<file path="config.mk">
export PLATFORM = sky130hd
export DESIGN_NAME = reg_scoreboard
export DESIGN_NICKNAME = d
export VERILOG_FILES = /design/src/rtl/reg_scoreboard_pkg.sv /design/src/rtl/sb_counter.sv /design/src/rtl/reg_scoreboard.sv
export SDC_FILE = /design/constraint.sdc
export NUM_CORES = 1
export LEC_CHECK = 0
export ABC_AREA = 1
export BUFFER_PORTS_ARGS = -buffer_cell sky130_fd_sc_hd__clkbuf_2
export CAP_MARGIN = 0
export CORE_ASPECT_RATIO = 2
export CORE_UTILIZATION = 60
export CTS_BUF_LIST = sky130_fd_sc_hd__clkbuf_8
export DETAILED_ROUTE_END_ITERATION = 8
export GPL_TIMING_DRIVEN = 0
export HOLD_SLACK_MARGIN = 0.15
export PLACE_DENSITY = 0.9
export SETUP_SLACK_MARGIN = 0.4
export SYNTH_ARGS = -nofsm -noshare
export SYNTH_HDL_FRONTEND = slang
export SYNTH_SLANG_ARGS = --single-unit
</file>
<file path="constraint.sdc">
create_clock -name clk -period 9.95 [get_ports clk]
set_clock_uncertainty 0.1 [all_clocks]
set_input_delay 1.99 -clock clk [delete_from_list [all_inputs] [get_ports clk]]
set_output_delay 1.99 -clock clk [all_outputs]
set_load 0.02 [all_outputs]
</file>
<file path="src/rtl/reg_scoreboard_pkg.sv">
// Shared constants for the register scoreboard: default register count,
// address width and the per-register pending-write counter ceiling.
package reg_scoreboard_pkg;
    localparam int SB_NUM_REGS   = 16;
    localparam int SB_REG_ADDR_W = $clog2(SB_NUM_REGS);
    localparam int SB_CNT_W      = 2;
    localparam int SB_CNT_MAX    = (1 << SB_CNT_W) - 1;

    function automatic int cnt_max(input int w);
        return (1 << w) - 1;
    endfunction
endpackage

</file>
<file path="src/rtl/sb_counter.sv">
// Per-register pending-write counter. Issue, retire and kill are folded into
// one signed net change; results below zero clamp to 0 and flag underflow.
module sb_counter #(
    parameter int CNT_W = 2
) (
    input  logic             clk,
    input  logic             rst,
    input  logic             inc,
    input  logic             dec_r,
    input  logic             dec_k,
    output logic [CNT_W-1:0] cnt,
    output logic [CNT_W-1:0] cnt_nxt,
    output logic             underflow
);
    logic signed [CNT_W+1:0] sum;

    always_comb begin
        sum = $signed({2'b00, cnt})
            + $signed({{(CNT_W+1){1'b0}}, inc})
            - $signed({{(CNT_W+1){1'b0}}, dec_r})
            - $signed({{(CNT_W+1){1'b0}}, dec_k});
        underflow = (sum < 0);
        if (underflow)
            cnt_nxt = '0;
        else if (sum[CNT_W])
            cnt_nxt = '1;  // the saturation stall keeps this unreachable; never wrap
        else
            cnt_nxt = sum[CNT_W-1:0];
    end

    always_ff @(posedge clk) begin
        if (rst) cnt <= '0;
        else     cnt <= cnt_nxt;
    end
endmodule

</file>
<file path="src/rtl/reg_scoreboard.sv">
// Register scoreboard: tracks in-flight writes per architectural register and
// stalls decode on RAW hazards or when a register's pending counter is full.
module reg_scoreboard
    import reg_scoreboard_pkg::*;
#(
    parameter int NUM_REGS      = SB_NUM_REGS,
    parameter int REG_ADDR_W    = SB_REG_ADDR_W,
    parameter int CNT_W         = SB_CNT_W,
    parameter int RETIRE_BYPASS = 1,
    localparam int PT_W         = $clog2(NUM_REGS * ((1 << CNT_W) - 1)) + 1
) (
    input  logic                  clk,
    input  logic                  rst,
    input  logic [REG_ADDR_W-1:0] src1,
    input  logic [REG_ADDR_W-1:0] src2,
    input  logic                  has_src1,
    input  logic                  has_src2,
    input  logic                  issue_valid,
    input  logic                  issue_wb_en,
    input  logic [REG_ADDR_W-1:0] issue_dst,
    input  logic                  retire_valid,
    input  logic [REG_ADDR_W-1:0] retire_dst,
    input  logic                  kill_valid,
    input  logic [REG_ADDR_W-1:0] kill_dst,
    output logic                  hazard_detected,
    output logic                  issue_fire,
    output logic [NUM_REGS-1:0]   busy_mask,
    output logic [PT_W-1:0]       pending_total,
    output logic                  underflow_err
);
    localparam logic [CNT_W-1:0] MAX = CNT_W'(cnt_max(CNT_W));
    localparam logic [CNT_W-1:0] ONE = CNT_W'(1);

    logic [NUM_REGS-1:0][CNT_W-1:0] cnt, cnt_nxt;
    logic [NUM_REGS-1:0]            uflow;
    logic                           inc_en, hz1, hz2, sat;
    logic [PT_W-1:0]                tot_nxt;

    for (genvar g = 0; g < NUM_REGS; g++) begin : g_cnt
        sb_counter #(.CNT_W(CNT_W)) u_cnt (
            .clk       (clk),
            .rst       (rst),
            .inc       (inc_en && issue_dst == REG_ADDR_W'(g)),
            .dec_r     (retire_valid && retire_dst == REG_ADDR_W'(g)),
            .dec_k     (kill_valid && kill_dst == REG_ADDR_W'(g)),
            .cnt       (cnt[g]),
            .cnt_nxt   (cnt_nxt[g]),
            .underflow (uflow[g])
        );
    end

    // A last outstanding write retiring this cycle is visible through the
    // write-through register file, so it need not stall the reader.
    always_comb begin
        hz1 = has_src1 && cnt[src1] != '0 &&
              !(RETIRE_BYPASS != 0 && cnt[src1] == ONE && retire_valid && retire_dst == src1);
        hz2 = has_src2 && cnt[src2] != '0 &&
              !(RETIRE_BYPASS != 0 && cnt[src2] == ONE && retire_valid && retire_dst == src2);
        sat = issue_valid && issue_wb_en && cnt[issue_dst] == MAX;
    end

    assign hazard_detected = hz1 || hz2 || sat;
    assign issue_fire      = issue_valid && !hazard_detected;
    assign inc_en          = issue_fire && issue_wb_en;

    always_comb begin
        tot_nxt = '0;
        for (int i = 0; i < NUM_REGS; i++) tot_nxt = tot_nxt + PT_W'(cnt_nxt[i]);
    end

    always_comb begin
        busy_mask = '0;
        for (int i = 0; i < NUM_REGS; i++) busy_mask[i] = |cnt[i];
    end

    always_ff @(posedge clk) begin
        if (rst) begin
            pending_total <= '0;
            underflow_err <= 1'b0;
        end else begin
            pending_total <= tot_nxt;
            underflow_err <= underflow_err | (|uflow);
        end
    end
endmodule
</file>
Yosys cells after proc, flatten, opt, wreduce, memory -nomap -nowiden. Index checks and enable logic that the tools add are counted.

Muxes and demuxes: 38. Bitwise operators: 1. $mul: 0. Div/mod/pow operators: 0. Shifts and indexed selects: 0. Reduce and logical (&&, ||, !) cells: 87. Equal/unequal tests: 50. Add/subtract/negate cells: 63. Order comparisons: 19.

Operators with widths (count): $sub 4x2->4 (32); $eq 4x4->1 const B (24); $add 7x2->7 (10); $mux 2 (35); $lt 4x1->1 const B (16); $logic_and 1x1->1 (60); $add 2x1->3 (16); $eq 4x3->1 const B (12); $reduce_or 2->1 (16); $bmux 2 s4 (3); $eq 4x2->1 const B (6); $reduce_or 16->1 (1); $lt 4x5->1 const B (3); $eq 4x1->1 const B (3); $logic_not 4->1 (3); $eq 4x4->1 (2); $add 6x2->7 (1); $add 5x2->6 (1); $add 4x2->5 (1); $add 3x2->4 (1); $eq 2x1->1 const B (2); $reduce_bool 2->1 (2); $add 2x2->3 (1); $logic_not 1->1 (3); 3 further kinds (4).

Output and inout bits: 26. Input bits: 28. Latch bits: 0. Bits in read-only memories: 0. Flip-flop bits (word level): 40. Memories kept: 0. RAM bits: 0. Word-level logic and storage cells: 276.

Depth between registers and ports, before layout. Gate-level depths: netlist (run 1).

Depth in word-level cells: 33. Gate-level depth with buffers: 37. Gate-level depth less buffers: 36.

By module. From an unflattened synthesis (run 1), not the netlist that was laid out.

Cell total of the unflattened synthesis: 861. Area, all modules: 5840.6 um2.

By module, submodules not included: sb_counter (area an instance 190.2 um2, seq. area each 40.0 um2, cells an instance 22, instances 16); reg_scoreboard (area an instance 2797.7 um2, seq. area each 140.1 um2, cells an instance 509, instances 1).

Worst setup path after synthesis (run 1). No wires, ideal clock.

Path type: input -> register. Start point: in src2[0]. End point: reg pending_total[5]. Data arrival time: 7581 ps. Data required time: 9718 ps. Buffers on the path: 2. Slack: 2137 ps. Stages: 33. Library setup time: 132 ps. Cell sequence: buf_4 -> inv_2 -> buf_6 -> nand2_1 -> nand3_1 -> nand3_1 -> nand2_1 -> nand2_1 -> nand2_1 -> nand2_1 -> nand2_1 -> nand2_2 -> nand4_2 -> nor2_1 -> ha_1 -> inv_1 -> fa_1 -> ha_1 -> xnor2_1 -> nand2_1 -> o21ai_0 -> fa_1 -> inv_1 -> fa_1 -> fa_1 -> fa_1 -> fa_1 -> ha_1 -> fa_1 -> nand2_1 -> inv_1 -> o21ai_0 -> a21oi_1.

Cells in the longest elaborated chain, start to end: 33. Elaborated cells between the ends (all ways): 142. Classes of those cells: add/sub (63); order compare (16); eq/ne (2); mux (34); reduce/logical (27).

Ends and longest elaborated chain: start: declaration (line reg_scoreboard.sv:15) `input logic [REG_ADDR_W-1:0] src2,`; $bmux 2 s4 (line reg_scoreboard.sv:57, reg_scoreboard.sv:58); $mux 2 (implied by the code) (line reg_scoreboard.sv:57, reg_scoreboard.sv:58); $eq 2x1->1 (line reg_scoreboard.sv:58) `!(RETIRE_BYPASS != 0 && cnt[src2] == ONE && retire_valid && retire_dst == src2);`; $logic_and 1x1->1 (2 in a row) (line reg_scoreboard.sv:58); $logic_not 1->1 (line reg_scoreboard.sv:58); $logic_and 1x1->1 * (line reg_scoreboard.sv:57) `hz2 = has_src2 && cnt[src2] != '0 &&`; $logic_or 1x1->1 * (2 in a row) (line reg_scoreboard.sv:62) `assign hazard_detected = hz1 || hz2 || sat;`; $logic_not 1->1 * (line reg_scoreboard.sv:63) `assign issue_fire = issue_valid && !hazard_detected;`; (+7 left out); $mux 2 (line sb_counter.sv:23) `if (underflow)`; $add 2x2->3 (line reg_scoreboard.sv:68) `for (int i = 0; i < NUM_REGS; i++) tot_nxt = tot_nxt + PT_W'(cnt_nxt[i]);`; $add 3x2->4 (line reg_scoreboard.sv:68); $add 4x2->5 (line reg_scoreboard.sv:68); $add 5x2->6 (line reg_scoreboard.sv:68); $add 6x2->7 (line reg_scoreboard.sv:68); $add 7x2->7 (9 in a row) (line reg_scoreboard.sv:68); $add 7x2->7 * (line reg_scoreboard.sv:68); end signal: assignment (line reg_scoreboard.sv:81) `pending_total <= tot_nxt;`; end: declaration (line reg_scoreboard.sv:28) `output logic [PT_W-1:0] pending_total,`.

Mark *: on every way between the ends. The rest lies on a longest branch, timed or not. The select of a mux whose other input is x is not followed. A chain may end at the register's enable or synchronous reset.

Worst setup path in the final report (run 1). Same ends and word-level chain as after synthesis.

==> results.yml, run 1 <==
outcome:
  outcome: "completed"
synth:
  netlist.area_leader.share: 0.214
  syn_area_per_cell_um2: 6.85
  ys_seq_area_frac: 0.144
  synth_area_leaders: "fa_1 (21%), nand2_1 (16%), dfxtp_1 (14%), ha_1 (13%), inv_1 (9.8%)"
  synth.distinct_cells: 34
  synth_edf_count: 0
  ys.flop_type: "dfxtp_1"
  yosys.area.top_type: "fa_1"
  synthArstFlopShare: 0
  synthesis.instances: 791
  syn-num-nets: 933
  synth_warnings: 0
  syn_area_um2: 5420
  ys_ff_latch: 39
power:
  p_per_area_nw_per_um2: 109
  intPower_mw: 0.373
  ir_drop_mv: 0.135
  p_switching_mw: 0.268
  total_power_mw: 0.641
  cellLeakagePower_nw: 3.17
  pwr-share-comb: 0.495
  switching_share: 0.418
  power.share.clock: 0.223
  p_seq_frac: 0.282
min_path:
  hp-class: "flip-flop to flip-flop"
  min_path_cells: 4
  min_from: "underflow_err"
  hold_end: "underflow_err"
routing:
  drc: 0
  post_drt_via_cell_ratio: 5.63
  wirelength_mm: 17.1
  detail-route-antenna-nets: 0
  wire_per_inst_um: 18.1
  vias: 5324
  drt_iter0_markers: 372
  first_pass_iters: 6
sta:
  fin_crit_sh: 0.871
  timing.slew.headroom: 0.535
  tightest_slew_ns: 0.698
  fin_setup_tns_ns: 0
  fin_crit_ns: 8.67
  hold_viol_final: 0
  grt_setup_unrepaired: "no"
  maxSlewViolCount: 0
  fmax_mhz: 115
  setup_viol: 0
floorplan:
  dieArea_um2: 9440
  coreArea_um2: 8710
  start_util: 0.622
  die_h_um: 136
  die_w_um: 69.2
  row_count: 48
  ios: 54
critical_path:
  critPathLaunchType: "input pin"
  required_ns: 10.01
  path_class: "input pin to flip-flop"
  rr_endpoint: "pending_total[5]"
  critical-path-max-stage-delay_ns: 0.54
  r2r_cells: 30
  critical_path.max_fanout: 10
  crit_top_cell: "nand2_1"
  r2r_setup_slack_ns: 2.97
  cp-end-kind: "flip-flop"
  critPathSlowestCell: "fa_1"
  arrival_ns: 8.73
  rr_startpoint: "g_cnt[15].u_cnt.cnt[1]"
clock_network:
  cts_tree: "done"
  cts_buffer_depth: 2
  hold_buffers: 0
  clk_latency_ns: 0.31
  htree_levels: 2
  post_cts_resized: 0
  clk_pin_slew_ns: 0.07
  clock-sinks: 39
  clockRootBuffer: "clkbuf_8"
  cts_setup_buffers: 0
  cts-buffers-inserted: 5
layout:
  antenna_cells: 0
  drive_gt1_frac: 0.118
  area_growth_pct: 8.82
  final_util: 0.677
  fin_nets: 987
  fill_cells: 756
  fin_area_um2: 5900
global_route:
  grtUsageTotal: 0.386
  grt_pass1_wl_mm: 26.8
  overflow: 0
  grt_pass1_vias: 5356
  grt_max_degree: 13
  antenna_found_initial: 0
place:
  hpwl_mm: 14.1
  port_buffers: 47
  place_area_um2: 5780
  place_congestion: 1.08
flow_run:
  drv_cap: 0
power by group through the flow:
stage	clock network, mW	logic [mW]	registers (mW)
6_report	0.143	0.317	0.181
2_1_floorplan	0	0.214	0.187
3_3_place_gp	0	0.295	0.183
4_1_cts	0.144	0.314	0.180
5_1_grt	0.148	0.351	0.181
3_5_place_dp	0	0.310	0.183
area by class of cell:
type	count	area, um^2	area share
inverters	150	563	0.0955
well taps	100	125	0.0212
clock buffers	6	82.6	0.0140
multi-input cells	585	3960	0.672
repair buffers	47	235	0.0399
clock inverters	2	35.0	0.00594
plain buffers	17	111	0.0189
flip-flops and latches	39	781	0.132
stage by stage:
step / setup slack (ns) / instances / hold slack (ns)
global placement: 1.28 / 938 / 0.574
detailed placement: 1.18 / 938 / 0.576
CTS: 1.49 / 946 / 0.606
floorplan: 2.14 / 791 / 0.576
finish: 1.28 / 946 / 0.618
global route: 1.04 / 946 / 0.660
layer usage:
metal,share of wire,global-route usage,up-vias
li1,-,-,2469
met5,0,0,-
met1,0.30,0.348,2429
met2,0.50,0.676,289
met4,0.13,0.412,0
met3,0.069,0.0786,137
registers in the layout, summed over array words and instances, names as in the netlist:
name and count:
g_cnt.u_cnt.cnt 32, pending_total 6, underflow_err 1
worst max path at each step:
stage                                   to    start
after floorplan           pending_total[5]  src2[0]
after global placement    pending_total[5]  src2[0]
after detailed placement  pending_total[5]  src2[0]
after CTS                 pending_total[5]  src2[0]
after global routing      pending_total[5]  src2[0]
final                     pending_total[5]  src2[0]
kinds of logic (layout without fill, tap and decap cells):
family / after synthesis / after routing / share of synthesized area
AOI/OAI and AO/OA: 36 / 36 / 0.0374
xor gates and xnor gates: 14 / 14 / 0.0226
adders and majority gates: 114 / 114 / 0.344
buffers and inverters: 167 / 222 / 0.124
DFF: 39 / 39 / 0.144
muxes: 1 / 1 / 0.00185
other: 1 / 1 / 0.000692
and+or+nand+nor: 419 / 419 / 0.325
synth_stat cells, types with 2 or more instances:
library cell and n:
a21oi_1 8, o21ai_1 3, nand3_1 54, nand4_2 3
inv_2 7, o21ai_0 12, buf_2 5, nor2_1 99
ha_1 56, nor2_2 7, o22ai_1 7, xnor2_1 13
or2_2 14, nor4_1 2, dfxtp_1 39, nand2_1 229
nor3_1 4, nand3b_1 3, buf_4 3, clkbuf_1 5
buf_6 4, fa_1 58, inv_1 142, a21o_1 4
cells in the final DEF, fill, tap and decap left out, drive strengths merged:
master / n
a21o: 4
a21oi: 8
a31oi: 1
and3: 1
buf: 12
bufinv: 1
clkbuf: 58
clkinv: 2
conb: 1
dfxtp: 39
fa: 58
ha: 56
inv: 149
mux2i: 1
nand2: 230
nand3: 55
nand3b: 3
nand4: 4
nor2: 106
nor3: 4
nor4: 2
o21a: 1
o21ai: 15
o22ai: 7
or2: 14
xnor2: 13
xor2: 1
critical path, delay by kind of cell:
kind                       cells  cell delay (ns)
buffers and inverters          6             0.60
AOI/OAI and AO/OA              3             0.45
xor gates and xnor gates       1             0.16
and+or+nand+nor               13             1.60
adders and majority gates     10             3.94
(Power assumes the default switching activity.)
==> inputs of run 2 (changes only) <==
--- a/config.mk
+++ b/config.mk
@@ -8,13 +8,15 @@
 export ABC_AREA = 1
 export BUFFER_PORTS_ARGS = -buffer_cell sky130_fd_sc_hd__clkbuf_2
 export CAP_MARGIN = 0
+export CELL_PAD_IN_SITES_DETAIL_PLACEMENT = 0
+export CELL_PAD_IN_SITES_GLOBAL_PLACEMENT = 2
 export CORE_ASPECT_RATIO = 2
-export CORE_UTILIZATION = 60
+export CORE_UTILIZATION = 35
 export CTS_BUF_LIST = sky130_fd_sc_hd__clkbuf_8
 export DETAILED_ROUTE_END_ITERATION = 8
 export GPL_TIMING_DRIVEN = 0
 export HOLD_SLACK_MARGIN = 0.15
-export PLACE_DENSITY = 0.9
+export PLACE_DENSITY = 0.92
 export SETUP_SLACK_MARGIN = 0.4
 export SYNTH_ARGS = -nofsm -noshare
 export SYNTH_HDL_FRONTEND = slang
==> run 2 against run 1 <==
Sequential power hardly changed. Final cell count is 10% higher. First-iteration DRC count is 40% lower. Cell area is 1.8% higher. Power is 2.6% lower. Critical path depth is 1 lower. Core utilization is 28 points lower. Critical path type unchanged.
==> results.yml, run 2 (same netlist as run 1, synthesis figures left out) <==
outcome:
  outcome: "completed"
floorplan:
  die_w_um: 90.0
  row_count: 64
  ios: 54
  coreArea_um2: 15200
  dieArea_um2: 16000
  die_h_um: 178
  start_util: 0.356
power:
  power.share.clock: 0.212
  p_seq_frac: 0.294
  cellLeakagePower_nw: 3.16
  ir_drop_mv: 0.121
  intPower_mw: 0.353
  p_switching_mw: 0.271
  pwr-share-comb: 0.494
  switching_share: 0.434
  p_per_area_nw_per_um2: 104
clock_network:
  clk_latency_ns: 0.32
  clk_pin_slew_ns: 0.09
  cts_setup_buffers: 0
  cts_tree: "done"
  cts-buffers-inserted: 5
  clockRootBuffer: "clkbuf_8"
  clock-sinks: 39
  htree_levels: 2
  cts_buffer_depth: 2
  post_cts_resized: 0
  hold_buffers: 0
critical_path:
  arrival_ns: 8.68
  critPathTopFamily: "adder cells"
  r2r_cells: 30
  crit_cells: 32
  crit_top_cell: "fa_1"
  rr_endpoint: "pending_total[5]"
  path_buf_inv: 6
  cp-startpoint: "src1[2]"
  critPathLaunchType: "input pin"
  required_ns: 10.04
  cp-end-kind: "flip-flop"
  critical_path.max_fanout: 6
  critPathSlowestCell: "fa_1"
  r2r_setup_slack_ns: 2.91
  path_class: "input pin to flip-flop"
  endpoint: "pending_total[5]"
  critical-path-max-stage-delay_ns: 0.68
  rr_startpoint: "g_cnt[2].u_cnt.cnt[1]"
layout:
  regMostFlops: "g_cnt.u_cnt.cnt"
  fill_cells: 1721
  fin_nets: 987
  drive_gt1_frac: 0.118
  area_growth_pct: 10.8
  final_common_cell: "nand2_1"
  final_util: 0.395
  layout_common_cells: "nand2_1 (229), inv_1 (142), nor2_1 (99), fa_1 (58), ha_1 (56)"
  largest_register_ffs: 32
  largestRegisters: "g_cnt.u_cnt.cnt x32, pending_total x6, underflow_err x1"
  antenna_cells: 0
routing:
  wirelength_mm: 18.5
  wire_per_inst_um: 17.8
  vias: 5028
  detail-route-antenna-nets: 0
  drt_iter0_markers: 222
  drc: 0
  first_pass_iters: 5
  post_drt_via_cell_ratio: 4.82
sta:
  fin_crit_sh: 0.863
  fmax_mhz: 116
  fin_setup_tns_ns: 0
  timing.slew.headroom: 0.513
  tightest_slew_ns: 0.730
  maxSlewViolCount: 0
  setup_viol: 0
  hold_viol_final: 0
  fin_crit_ns: 8.58
  grt_setup_unrepaired: "no"
place:
  place_congestion: 0.918
  hpwl_mm: 15.6
  port_buffers: 47
global_route:
  grt_pass1_vias: 5110
  overflow: 0
  antenna_found_initial: 0
  grt_pass1_wl_mm: 28.4
  grtUsageTotal: 0.244
  grt_max_degree: 13
flow_run:
  drv_cap: 0
min_path:
  hp-class: "flip-flop to flip-flop"
[run 2: cell types whose count changed in the layout (fill, tap and decap cells not counted)]
cell | before | now
clkinvlp_4 | 0 | 1
clkbuf_8 | 6 | 7
clkinv_2 | 1 | 0
bufinv_16 | 1 | 0
[run 2: worst reg2reg max path: cells and delay by family (launching register included)]
kind / cells / cell delay [ns]
AO/OA/AOI/OAI: 4 / 0.78
adder cells (fa/ha/maj): 10 / 4.00
buffers and inverters: 5 / 0.36
flip-flops: 1 / 0.53
AND/OR/NAND/NOR: 11 / 1.13
[run 2: worst min-delay path by stage]
stage,startpoint,to,slack (ns),depth (start not counted)
after floorplan,g_cnt[3].u_cnt.cnt[1],g_cnt[3].u_cnt.cnt[1],0.58,3
after global placement,underflow_err,underflow_err,0.61,4
after detailed placement,underflow_err,underflow_err,0.56,4
after CTS,underflow_err,underflow_err,0.60,4
after global routing,underflow_err,underflow_err,0.66,4
final,underflow_err,underflow_err,0.60,4
[run 2: per-stage QoR]
stage	hold slack [ns]	power (mW)	setup slack [ns]	area, um^2	cells
finish	0.597	0.624	1.37	6000	1044
global route	0.660	0.678	0.955	6000	1044
CTS	0.604	0.633	1.35	6000	1044
detailed placement	0.560	0.497	1.01	5900	1036
global placement	0.610	0.498	1.02	5900	1036
floorplan	0.576	0.401	2.14	5420	791
[run 2: power by group through the flow]
| stage | Sequential [mW] | Clock (mW) | Combinational [mW] |
|---|---|---|---|
| CTS | 0.183 | 0.136 | 0.314 |
| finish | 0.184 | 0.132 | 0.308 |
| global placement | 0.187 | 0 | 0.311 |
| global route | 0.185 | 0.139 | 0.355 |
| floorplan | 0.187 | 0 | 0.214 |
| detailed placement | 0.187 | 0 | 0.311 |
[run 2: cell type report]
type,instances,area (um^2),share of cell area
timing repair buffer,47,235,0.0392
clock buffer,7,96.3,0.0160
clock inverter,1,7.51,0.00125
tap,198,248,0.0413
sequential,39,781,0.130
multi-input combinational,585,3960,0.660
inverter,150,563,0.0938
buffer,17,111,0.0185
[run 2: per-layer routing]
metal  share of wire  track usage
met4           0.086        0.188
met3           0.026       0.0180
met5               0            0
met2            0.55        0.484
met1            0.33        0.228
==> inputs of run 3 (changes only) <==
--- a/config.mk
+++ b/config.mk
@@ -17,6 +17,7 @@
 export GPL_TIMING_DRIVEN = 0
 export HOLD_SLACK_MARGIN = 0.15
 export PLACE_DENSITY = 0.92
+export REMOVE_ABC_BUFFERS = 1
 export SETUP_SLACK_MARGIN = 0.4
 export SYNTH_ARGS = -nofsm -noshare
 export SYNTH_HDL_FRONTEND = slang
==> run 3 against run 2 <==
Final cell count fell by 1.1%. Worst setup slack got worse by 0.022 ns. Sequential cell count did not move. Die area did not move. Global-route usage fell by 2.1 points. Power fell by 1.3%. Clock-buffer cell count did not move. Critical path type unchanged. Largest cell class unchanged.
==> results.yml, run 3 (same netlist as run 1, synthesis figures left out) <==
global_route:
  grt_max_degree: 40
  antenna_found_initial: 0
  grt_pass1_vias: 4962
  overflow: 0
  grt_pass1_wl_mm: 26.6
  grtUsageTotal: 0.224
routing:
  drc: 0
  wire_per_inst_um: 16.4
  first_pass_iters: 4
  post_drt_via_cell_ratio: 4.71
  detail-route-antenna-nets: 0
  drt_iter0_markers: 213
  wirelength_mm: 16.9
  vias: 4861
layout:
  largestRegisters: "g_cnt.u_cnt.cnt x32, pending_total x6, underflow_err x1"
  antenna_cells: 0
  area_growth_pct: 9.24
  fill_cells: 1718
  drive_gt1_frac: 0.112
  fin_nets: 975
  largest_register_ffs: 32
  layout_common_cells: "nand2_1 (229), inv_1 (142), nor2_1 (99), fa_1 (58), ha_1 (56)"
  final_common_cell: "nand2_1"
  regMostFlops: "g_cnt.u_cnt.cnt"
sta:
  maxSlewViolCount: 0
  hold_viol_final: 0
  fmax_mhz: 116
  fin_crit_ns: 8.61
  grt_setup_unrepaired: "no"
  setup_viol: 0
  tightest_slew_ns: 0.933
  timing.slew.headroom: 0.378
  holdWs_ns: 0.655
  fin_setup_tns_ns: 0
  fin_crit_sh: 0.865
clock_network:
  cts_setup_buffers: 0
  post_cts_resized: 0
  clk_latency_ns: 0.31
  hold_buffers: 0
  cts-buffers-inserted: 5
  cts_tree: "done"
  clockRootBuffer: "clkbuf_8"
  clk_pin_slew_ns: 0.09
  cts_buffer_depth: 2
  clock-sinks: 39
  htree_levels: 2
critical_path:
  critPathLaunchType: "input pin"
  arrival_ns: 8.67
  required_ns: 10.01
  crit_top_cell: "nand2_1"
  critical-path-max-stage-delay_ns: 0.53
  critPathSlowestCell: "fa_1"
  path_class: "input pin to flip-flop"
  cp-end-kind: "flip-flop"
  critical_path.max_fanout: 12
place:
  hpwl_mm: 14.5
  port_buffers: 52
  place_congestion: 0.900
min_path:
  hp-class: "flip-flop to flip-flop"
power:
  switching_share: 0.429
  p_seq_frac: 0.292
  ir_drop_mv: 0.107
  p_per_area_nw_per_um2: 104
  pwr-share-comb: 0.499
  intPower_mw: 0.352
  power.share.clock: 0.209
  cellLeakagePower_nw: 3.12
  p_switching_mw: 0.264
floorplan:
  ios: 54
  die_w_um: 90.0
  coreArea_um2: 15200
  start_util: 0.356
  row_count: 64
  die_h_um: 178
  dieArea_um2: 16000
flow_run:
  drv_cap: 0
outcome:
  outcome: "completed"
==> run 3: final timing paths <==
kind	end	slack (ns)	start	depth (start not counted)
max	pending_total[5]	1.34	issue_dst[1]	32
min	underflow_err	0.66	underflow_err	4
max reg2reg	pending_total[5]	3.19	g_cnt[7].u_cnt.cnt[1]	32
min reg2reg	underflow_err	0.66	underflow_err	4
==> run 3: metal layers <==
metal	track usage	wire (um)	part of all wire	vias up
li1	-	-	-	2444
met1	0.215	5760	0.34	2248
met2	0.447	9580	0.57	120
met3	0.0137	409	0.024	49
met4	0.154	1150	0.068	0
met5	0	0	0	-
==> run 3: cell type report <==
cell class | count | area, um^2 | share of cell area
sequential | 39 | 781 | 0.132
clock buffer | 7 | 96.3 | 0.0163
inverter | 150 | 563 | 0.0951
timing repair buffer | 52 | 260 | 0.0440
multi-input combinational | 585 | 3960 | 0.670
clock inverter | 1 | 7.51 | 0.00127
tap | 198 | 248 | 0.0419
==> run 3: power by group through the flow <==
stage | combinational (mW) | clock (mW) | sequential (mW)
after detailed placement | 0.314 | 0 | 0.184
final | 0.308 | 0.129 | 0.180
after global placement | 0.315 | 0 | 0.184
after floorplan | 0.205 | 0 | 0.187
after global routing | 0.356 | 0.138 | 0.181
after CTS | 0.317 | 0.132 | 0.180
==> run 3: through the flow <==
step	cells	area, um^2	util	power, mW	setup slack [ns]
CTS	1032	5920	0.389	0.630	1.29
finish	1032	5920	0.389	0.616	1.34
global route	1032	5920	0.389	0.676	0.898
global placement	1024	5810	0.382	0.499	1.03
floorplan	774	5310	-	0.392	2.33
detailed placement	1024	5810	0.382	0.498	0.961
==> run 3: worst max-delay path: cells and delay by family <==
| kind | cells | cell delay, ns |
|---|---|---|
| adder cells (fa/ha/maj) | 10 | 3.87 |
| AND/OR/NAND/NOR | 12 | 1.14 |
| buffers and inverters | 7 | 1.07 |
| AO/OA/AOI/OAI | 3 | 0.57 |
